$ cat config.mk
export PLATFORM = sky130hd
export DESIGN_NAME = qreg_n
export DESIGN_NICKNAME = d
export VERILOG_FILES = /design/src/rtl/qreg_pkg.sv /design/src/rtl/qreg_n_next.sv /design/src/rtl/qreg_n.sv
export SDC_FILE = /design/constraint.sdc
export NUM_CORES = 1
export LEC_CHECK = 0
export ABC_AREA = 1
export CAP_MARGIN = 20
export CORE_UTILIZATION = 35
export CTS_BUF_LIST = sky130_fd_sc_hd__clkbuf_2 sky130_fd_sc_hd__clkbuf_4 sky130_fd_sc_hd__clkbuf_8
export DETAILED_ROUTE_END_ITERATION = 8
export SYNTH_ARGS = -nofsm -noshare
export SYNTH_HDL_FRONTEND = slang
export SYNTH_SLANG_ARGS = --single-unit
$ cat constraint.sdc
create_clock -name clock -period 2.73 [get_ports clock]
set_input_delay 0.4095 -clock clock [delete_from_list [all_inputs] [get_ports clock]]
set_output_delay 0.4095 -clock clock [all_outputs]
set_load 0.02 [all_outputs]
$ cat src/rtl/qreg_pkg.sv
// Shared types for the qreg_n universal shift register.
// QREG_N_ROTATE_EN enables rotate codes 100/101; otherwise they act as hold.
package qreg_pkg;

  typedef enum logic [2:0] {
    OP_LOAD = 3'b000,
    OP_SHR  = 3'b001,
    OP_HOLD = 3'b010,
    OP_SHL  = 3'b011,
    OP_ROR  = 3'b100,
    OP_ROL  = 3'b101,
    OP_CLR  = 3'b110,
    OP_RSVD = 3'b111
  } qreg_op_t;

  typedef enum logic {
    ST_IDLE  = 1'b0,
    ST_BURST = 1'b1
  } qreg_state_t;

  // amount field must hold WIDTH itself so a full-width rotate is expressible
  function automatic int qreg_aw(input int width);
    return $clog2(width) + 1;
  endfunction

  function automatic logic qreg_is_burst_op(input qreg_op_t op);
`ifdef QREG_N_ROTATE_EN
    return (op == OP_SHR) || (op == OP_SHL) || (op == OP_ROR) || (op == OP_ROL);
`else
    return (op == OP_SHR) || (op == OP_SHL);
`endif
  endfunction

endpackage

$ cat src/rtl/qreg_n_next.sv
// Combinational next-state mux for qreg_n, shared by direct and burst paths.
// Rotate arms exist only with QREG_N_ROTATE_EN.
module qreg_n_next
  import qreg_pkg::*;
#(
  parameter int WIDTH = 8
) (
  input  qreg_op_t         op,
  input  logic [WIDTH-1:0] q,
  input  logic [WIDTH-1:0] d,
  input  logic             si_r,
  input  logic             si_l,
  output logic [WIDTH-1:0] nq
);

  always_comb begin
    nq = q;
    case (op)
      OP_LOAD: nq = d;
      OP_SHR:  nq = {si_r, q[WIDTH-1:1]};
      OP_SHL:  nq = {q[WIDTH-2:0], si_l};
`ifdef QREG_N_ROTATE_EN
      OP_ROR:  nq = {q[0], q[WIDTH-1:1]};
      OP_ROL:  nq = {q[WIDTH-2:0], q[WIDTH-1]};
`endif
      OP_CLR:  nq = '0;
      default: nq = q;
    endcase
  end

endmodule

$ cat src/rtl/qreg_n.sv
// Universal shift register with counted burst engine (busy/done status).
// QREG_N_ROTATE_EN enables rotate right/left for direct and burst ops.
module qreg_n
  import qreg_pkg::*;
#(
  parameter  int WIDTH = 8,
  localparam int AW    = qreg_aw(WIDTH)
) (
  input  logic             clock,
  input  logic             reset,
  input  logic [2:0]       ctrl,
  input  logic [WIDTH-1:0] d,
  input  logic             si_r,
  input  logic             si_l,
  input  logic             start,
  input  logic [AW-1:0]    amount,
  output logic [WIDTH-1:0] q,
  output logic             so_r,
  output logic             so_l,
  output logic             busy,
  output logic             done
);

  qreg_state_t      state;
  qreg_op_t         op_r;
  logic [AW-1:0]    cnt;
  qreg_op_t         op_in;
  qreg_op_t         sel_op;
  logic [WIDTH-1:0] nq;
  logic             accept;

  assign op_in  = qreg_op_t'(ctrl);
  assign sel_op = (state == ST_BURST) ? op_r : op_in;
  assign accept = (state == ST_IDLE) && start && qreg_is_burst_op(op_in);

  qreg_n_next #(.WIDTH(WIDTH)) u_next (
    .op   (sel_op),
    .q    (q),
    .d    (d),
    .si_r (si_r),
    .si_l (si_l),
    .nq   (nq)
  );

  always_ff @(posedge clock) begin
    if (reset) begin
      state <= ST_IDLE;
      op_r  <= OP_HOLD;
      cnt   <= '0;
      q     <= '0;
      busy  <= 1'b0;
      done  <= 1'b0;
    end else begin
      done <= 1'b0;
      case (state)
        ST_IDLE: begin
          if (accept) begin
            // latch edge: q untouched, steps start on the following edge
            op_r <= op_in;
            cnt  <= amount;
            if (amount != '0) begin
              state <= ST_BURST;
              busy  <= 1'b1;
            end else begin
              done <= 1'b1;
            end
          end else begin
            q <= nq;
          end
        end
        ST_BURST: begin
          q   <= nq;
          cnt <= cnt - 1'b1;
          if (cnt == AW'(1)) begin
            state <= ST_IDLE;
            busy  <= 1'b0;
            done  <= 1'b1;
          end
        end
        default: state <= ST_IDLE;
      endcase
    end
  end

  assign so_r = q[0];
  assign so_l = q[WIDTH-1];

endmodule

==> flow_summary.json, run 1 <==
{
  "p_comb_share_pct": 34.9,
  "drc": 0,
  "p_leak_nw": 0.7202,
  "finalSetupTns_ns": 0,
  "die_h_microns": 59.85,
  "post_drt_wl_per_cell_microns": 9.669,
  "ir_worst_vdd_mv": 0.2310,
  "p_sw_mw": 0.2536,
  "die_w_microns": 59.85,
  "drt_iter0_drc": 34,
  "syn-num-nets": 216,
  "yosysSeqAreaShare_pct": 30.77,
  "cts.sinks": 18,
  "multi_input_area_sq_um": 648.1,
  "post-dp-hpwl_mm": 2.029,
  "clock_path_buffers": 2,
  "hold_viol": 0,
  "path_clk_slew_ns": 0.12,
  "critPathLaunch": "state",
  "grt_pass1_wl_mm": 4.333,
  "cts_tree": "done",
  "grt-ovfl-total": 0,
  "hold_buffers": 0,
  "drive_gt1_share_pct": 9.333,
  "maxCapViolCount": 0,
  "crit_path_end": "q[2]",
  "hold_path.class": "flop to flop",
  "ff2ff_path_depth": 9,
  "synth_cell_types": 29,
  "mostFrequentLayoutCells": "nor2_1 (53), nand2_1 (50), clkdlybuf4s50_1 (31), inv_1 (30), dfxtp_1 (18)",
  "crit_cells": 9,
  "report.final.slew_viol_count": 0,
  "seq_power_share_pct": 41.3,
  "critPathLaunchType": "flop",
  "grtUsageTotal_pct": 15.97,
  "yosys_warnings": 0,
  "cts_setup_buffers": 0,
  "crit_chain": "inv_2, nand2_1, nand2_1, nand2_1, nand2_2, a21oi_4, nand2_1, nor2_1, nor2_1",
  "setup-violations-final": 0,
  "rows": 20,
  "yosysTopAreaCell": "dfxtp_1",
  "area_growth_pct": 31.94,
  "cp.required_ns": 2.94,
  "max_freq_ghz": 0.5599,
  "cp_num_buf_inv": 1,
  "grt_setup_unrepaired": "no",
  "grt_pass1_vias": 1075,
  "synth-main-ff-cell": "dfxtp_1",
  "synth_area_leaders": "dfxtp_1 (31%), nor2_1 (17%), nand2_1 (16%)",
  "final_common_cell": "nor2_1",
  "p_per_area_nw_per_um2": 474.2,
  "drt-pass1-iter-count": 4,
  "cts_buffers": 3,
  "routabilityCongestion": 0.8491,
  "critPathMaxFanout": 13,
  "slew_headroom_pct": 66.30,
  "fin_crit_sh_pct": 65.42,
  "grt_start_max_net_pins": 14,
  "initial_core_util_pct": 37.74,
  "ys_ff_latch": 18,
  "die_area_sq_um": 3581,
  "io-pin-count": 32,
  "swShare_pct": 34.61,
  "timing.rr.start": "state",
  "fin_nets": 248,
  "h-tree-depth": 1,
  "seq_area_sq_um": 360.3,
  "async_flop_share_pct": 0,
  "fin_crit_ns": 1.786,
  "regToRegEndpoint": "q[2]",
  "vias": 1198,
  "critPathMostFrequentCell": "nand2_1",
  "num-fill-cells": 339,
  "skew_ns": 0.006780,
  "io_buffers": 31,
  "dp_slack_ns": 0.8199,
  "synth_edf_count": 0,
  "synth_top_area_share_pct": 30.77,
  "core-area_sq_um": 3103,
  "status": "completed",
  "rrSetupSlack_ns": 0.94,
  "cp-end-kind": "flop",
  "power.internal_mw": 0.4791,
  "fin_ws_ns": 0.9439,
  "avgSynthCellArea_sq_um": 6.037,
  "antenna_found_initial": 0,
  "antennaDiodeCount": 0,
  "post_cts_resized": 0,
  "drt_wl_total_mm": 2.601,
  "slowest_delay_ns": 0.65,
  "root_buffer": "clkbuf_4",
  "tightest_slew_ns": 0.5048,
  "worstSetupPathType": "flop to flop",
  "critPathArrivalTime_ns": 1.99,
  "postRouteAntennaNets": 0,
  "clock_latency_ns": 0.30,
  "clockPowerShare_pct": 23.8,
  "cpLargestDelayFamily": "flip-flops",
  "syn_area_sq_um": 1171,
  "viasPerCell": 4.454,
  "synth_cells": 194,
  "crit_slowest_cell": "dfxtp_1"
}
==> stage by stage <==
step                      utilization (%)  power (mW)  area [sq um]  std cells  hold WS (ns)
after floorplan                         -      0.4731          1171        194        0.4384
after global placement              48.63      0.5621          1509        265        0.4557
after detailed placement            48.63      0.5662          1509        265        0.4552
after CTS                           49.80      0.7402          1545        269        0.4733
after global routing                49.80      0.7818          1545        269        0.5050
final                               49.80      0.7327          1545        269        0.4733
==> final cells by class <==
class | count | area share (%)
clock buffers | 4 | 2.348
inverters | 34 | 8.259
repair buffers | 32 | 20.57
well taps | 44 | 3.563
flip-flops and latches | 18 | 23.32
multi-input cells | 137 | 41.94
==> metal layers <==
metal	vias up	share of wire [%]	wire length [microns]	track usage, %
met5	-	0	0	0
li1	642	-	-	-
met1	527	49	1267	19.58
met3	6	3.4	88	3.030
met2	23	46	1202	26.51
met4	0	1.6	42	7.973
==> Yosys cell counts, types with 2 or more instances <==
| cell | count |
|---|---|
| nand3_2 | 2 |
| a21oi_1 | 3 |
| nand2_1 | 50 |
| dfxtp_1 | 18 |
| nand2_2 | 4 |
| inv_1 | 30 |
| ha_1 | 2 |
| o21ai_1 | 3 |
| nor2_2 | 2 |
| nand3_4 | 2 |
| a31oi_1 | 2 |
| nand3_1 | 4 |
| inv_2 | 3 |
| nor2_1 | 53 |
| buf_4 | 2 |
==> registers in the layout (all words and copies together) (netlist names) <==
name and count:
busy 1, cnt 4, done 1, op_r 3, q 8, state 1
==> logic make-up (layout without fill, tap and decap cells) <==
kind of cell / after synthesis / after routing / share of synthesized area [%]
AO/OA/AOI/OAI: 13 / 13 / 7.372
adder cells (fa/ha/maj): 2 / 2 / 2.136
flip-flops: 18 / 18 / 30.77
XOR/XNOR: 1 / 1 / 0.7480
buffers and inverters: 39 / 70 / 13.89
AND/OR/NAND/NOR: 121 / 121 / 45.08
==> power by group through the flow <==
stage | clock network, mW | logic, mW | registers (mW)
after floorplan | 0 | 0.147 | 0.326
after global placement | 0 | 0.254 | 0.308
after detailed placement | 0 | 0.257 | 0.309
after CTS | 0.179 | 0.258 | 0.303
after global routing | 0.188 | 0.288 | 0.306
final | 0.174 | 0.256 | 0.303
==> worst min path at each step <==
stage,startpoint,to,cells after the start,slack (ns)
after floorplan,op_r[2],op_r[2],2,0.44
after global placement,op_r[2],op_r[2],2,0.46
after detailed placement,cnt[3],cnt[3],2,0.46
after CTS,cnt[3],cnt[3],2,0.47
after global routing,busy,busy,2,0.50
final,cnt[3],cnt[3],2,0.47
==> tightest hold or removal path: cells and delay by family, from the launching register on <==
family	cells	cell delay, ns
AND/OR/NAND/NOR	1	0.06
AO/OA/AOI/OAI	1	0.05
flip-flops	1	0.33
No activity file was read; power rests on OpenSTA's default activity.
==> run 2: changes to the inputs <==
clock period = 1.5 ns   (was 2.73 ns; I/O delays follow)
==> flow_summary.json, run 2 (same netlist as run 1, synthesis figures left out) <==
{
  "status": "completed",
  "reg_top3": "q x8, cnt x4, op_r x3",
  "skew_ns": 0.002797,
  "swShare_pct": 35.83,
  "grtUsageTotal_pct": 17.37,
  "rrSetupSlack_ns": 0.08,
  "p_sw_mw": 0.4612,
  "critPathMaxFanout": 2,
  "drt-pass1-iter-count": 4,
  "p_leak_nw": 0.8516,
  "drt_iter0_drc": 48,
  "grt-ovfl-total": 0,
  "place_area_sq_um": 1554,
  "core-area_sq_um": 3103,
  "initial_core_util_pct": 37.74,
  "hold_path.class": "flop to flop",
  "critPathArrivalTime_ns": 1.23,
  "hold_viol": 0,
  "timing.rr.start": "state",
  "critPathLaunchType": "flop",
  "final_common_cell": "nor2_1",
  "path_clk_slew_ns": 0.10,
  "top_layer": "met4",
  "root_buffer": "clkbuf_4",
  "cp-end-kind": "output port",
  "report.final.slew_viol_count": 0,
  "largest_reg_flops": 8,
  "die_h_microns": 59.85,
  "io_buffers": 31,
  "worstSetupPathType": "flop to output port",
  "clock_path_buffers": 2,
  "h-tree-depth": 1,
  "drt_wl_total_mm": 2.824,
  "viasPerCell": 4.445,
  "vias": 1218,
  "met1_length_mm": 1.322,
  "worstHoldPathCells": 2,
  "power.internal_mw": 0.8260,
  "cts_buffers": 3,
  "antennaDiodeCount": 0,
  "regToRegEndpoint": "q[2]",
  "grt_pass1_wl_mm": 4.685,
  "p_comb_share_pct": 38.6,
  "grt_pass1_vias": 1154,
  "io-pin-count": 32,
  "cts_setup_buffers": 0,
  "top_register": "q",
  "routabilityCongestion": 0.8350,
  "clockPowerShare_pct": 19.0,
  "ff2ff_path_depth": 9,
  "slowest_delay_ns": 0.60,
  "clock_latency_ns": 0.29,
  "drc": 0,
  "post_drt_wl_per_cell_microns": 10.31,
  "post-dp-hpwl_mm": 2.132,
  "fin_crit_sh_pct": 97.32,
  "tightest_slew_ns": 0.3187,
  "wl_met3_microns": 110,
  "crit_chain": "clkdlybuf4s50_1",
  "final_cell_area_sq_um": 1639,
  "seq_power_share_pct": 42.4,
  "hold_path_startpoint": "busy",
  "wl_met2_mm": 1.339,
  "fin_crit_ns": 1.460,
  "slew_headroom_pct": 78.62,
  "cts.sinks": 18,
  "cts_tree": "done",
  "max_freq_ghz": 0.6850,
  "setup-violations-final": 0,
  "maxCapViolCount": 0,
  "die_w_microns": 59.85,
  "grt_start_max_net_pins": 11,
  "postRouteAntennaNets": 0,
  "p_per_area_nw_per_um2": 785.3,
  "crit_slowest_cell": "clkdlybuf4s50_1",
  "total_power_mw": 1.287,
  "mostFrequentLayoutCells": "nor2_1 (51), nand2_1 (46), inv_1 (30), clkdlybuf4s50_1 (22), dfxtp_1 (17)",
  "hold_path_end": "busy",
  "cp_num_buf_inv": 1,
  "rows": 20,
  "area_growth_pct": 39.96,
  "die_area_sq_um": 3581,
  "antenna_found_initial": 0,
  "ir_worst_vdd_mv": 0.4016,
  "cp.required_ns": 1.27,
  "fin_nets": 254,
  "cpLargestDelayFamily": "buffers and inverters",
  "drive_gt1_share_pct": 14.35
}
==> run 2: cell count changes in the layout (fill, tap and decap cells not counted), sizes merged <==
cell           delta
clkdlybuf4s50     -9
buf               +6
dlymetal6s2s      +6
dlygate4sd2       +3
clkbuf            -1
==> run 2: area by class of cell <==
| type | count | area [sq um] |
|---|---|---|
| fill | 331 | 1464 |
| multi-input combinational | 137 | 693.2 |
| timing repair buffer | 38 | 374.1 |
| sequential | 18 | 364.1 |
| inverter | 34 | 130.1 |
| tap | 44 | 55.05 |
| clock buffer | 3 | 22.52 |
==> run 2: routing by layer <==
layer / up-vias / GRT usage, %
met5: - / 0
met4: 0 / 7.973
met3: 6 / 2.597
li1: 650 / -
met2: 26 / 28.57
met1: 536 / 22.21
==> run 2: what timing repair did <==
action,CTS,global route
hold buffers,0,0
endpoints found under the setup margin,7,14
resized for setup,4,19
endpoints found under the hold margin,0,0
pin swaps,0,7
==> run 2: power groups by stage <==
| stage | clock, mW | combinational (mW) | sequential, mW |
|---|---|---|---|
| after floorplan | 0 | 0.267 | 0.594 |
| after global placement | 0 | 0.480 | 0.557 |
| after detailed placement | 0 | 0.483 | 0.560 |
| after CTS | 0.263 | 0.479 | 0.549 |
| after global routing | 0.272 | 0.556 | 0.552 |
| final | 0.244 | 0.496 | 0.546 |
==> run 2: worst max-delay path by stage <==
stage | start | endpoint | slack [ns] | cells after the start
after floorplan | state | q[0] | 0.23 | 8
after global placement | ctrl[1] | q[2] | -0.18 | 9
after detailed placement | ctrl[1] | q[2] | -0.20 | 9
after CTS | q[7] | so_l | 0.002 | 1
after global routing | ctrl[0] | q[0] | -0.02 | 10
final | q[5] | q[5] | 0.04 | 1
==> run 2: metrics by stage <==
step | std cells | hold slack (ns) | setup TNS, ns | utilization [%] | worst slack [ns]
finish | 274 | 0.4709 | 0 | 52.82 | 0.04025
global route | 274 | 0.5036 | -0.02655 | 52.82 | -0.01733
CTS | 274 | 0.4756 | 0 | 50.73 | 0.002365
detailed placement | 271 | 0.4584 | -1.781 | 50.08 | -0.1990
global placement | 271 | 0.4540 | -1.587 | 50.08 | -0.1807
floorplan | 194 | 0.3554 | 0 | - | 0.2305
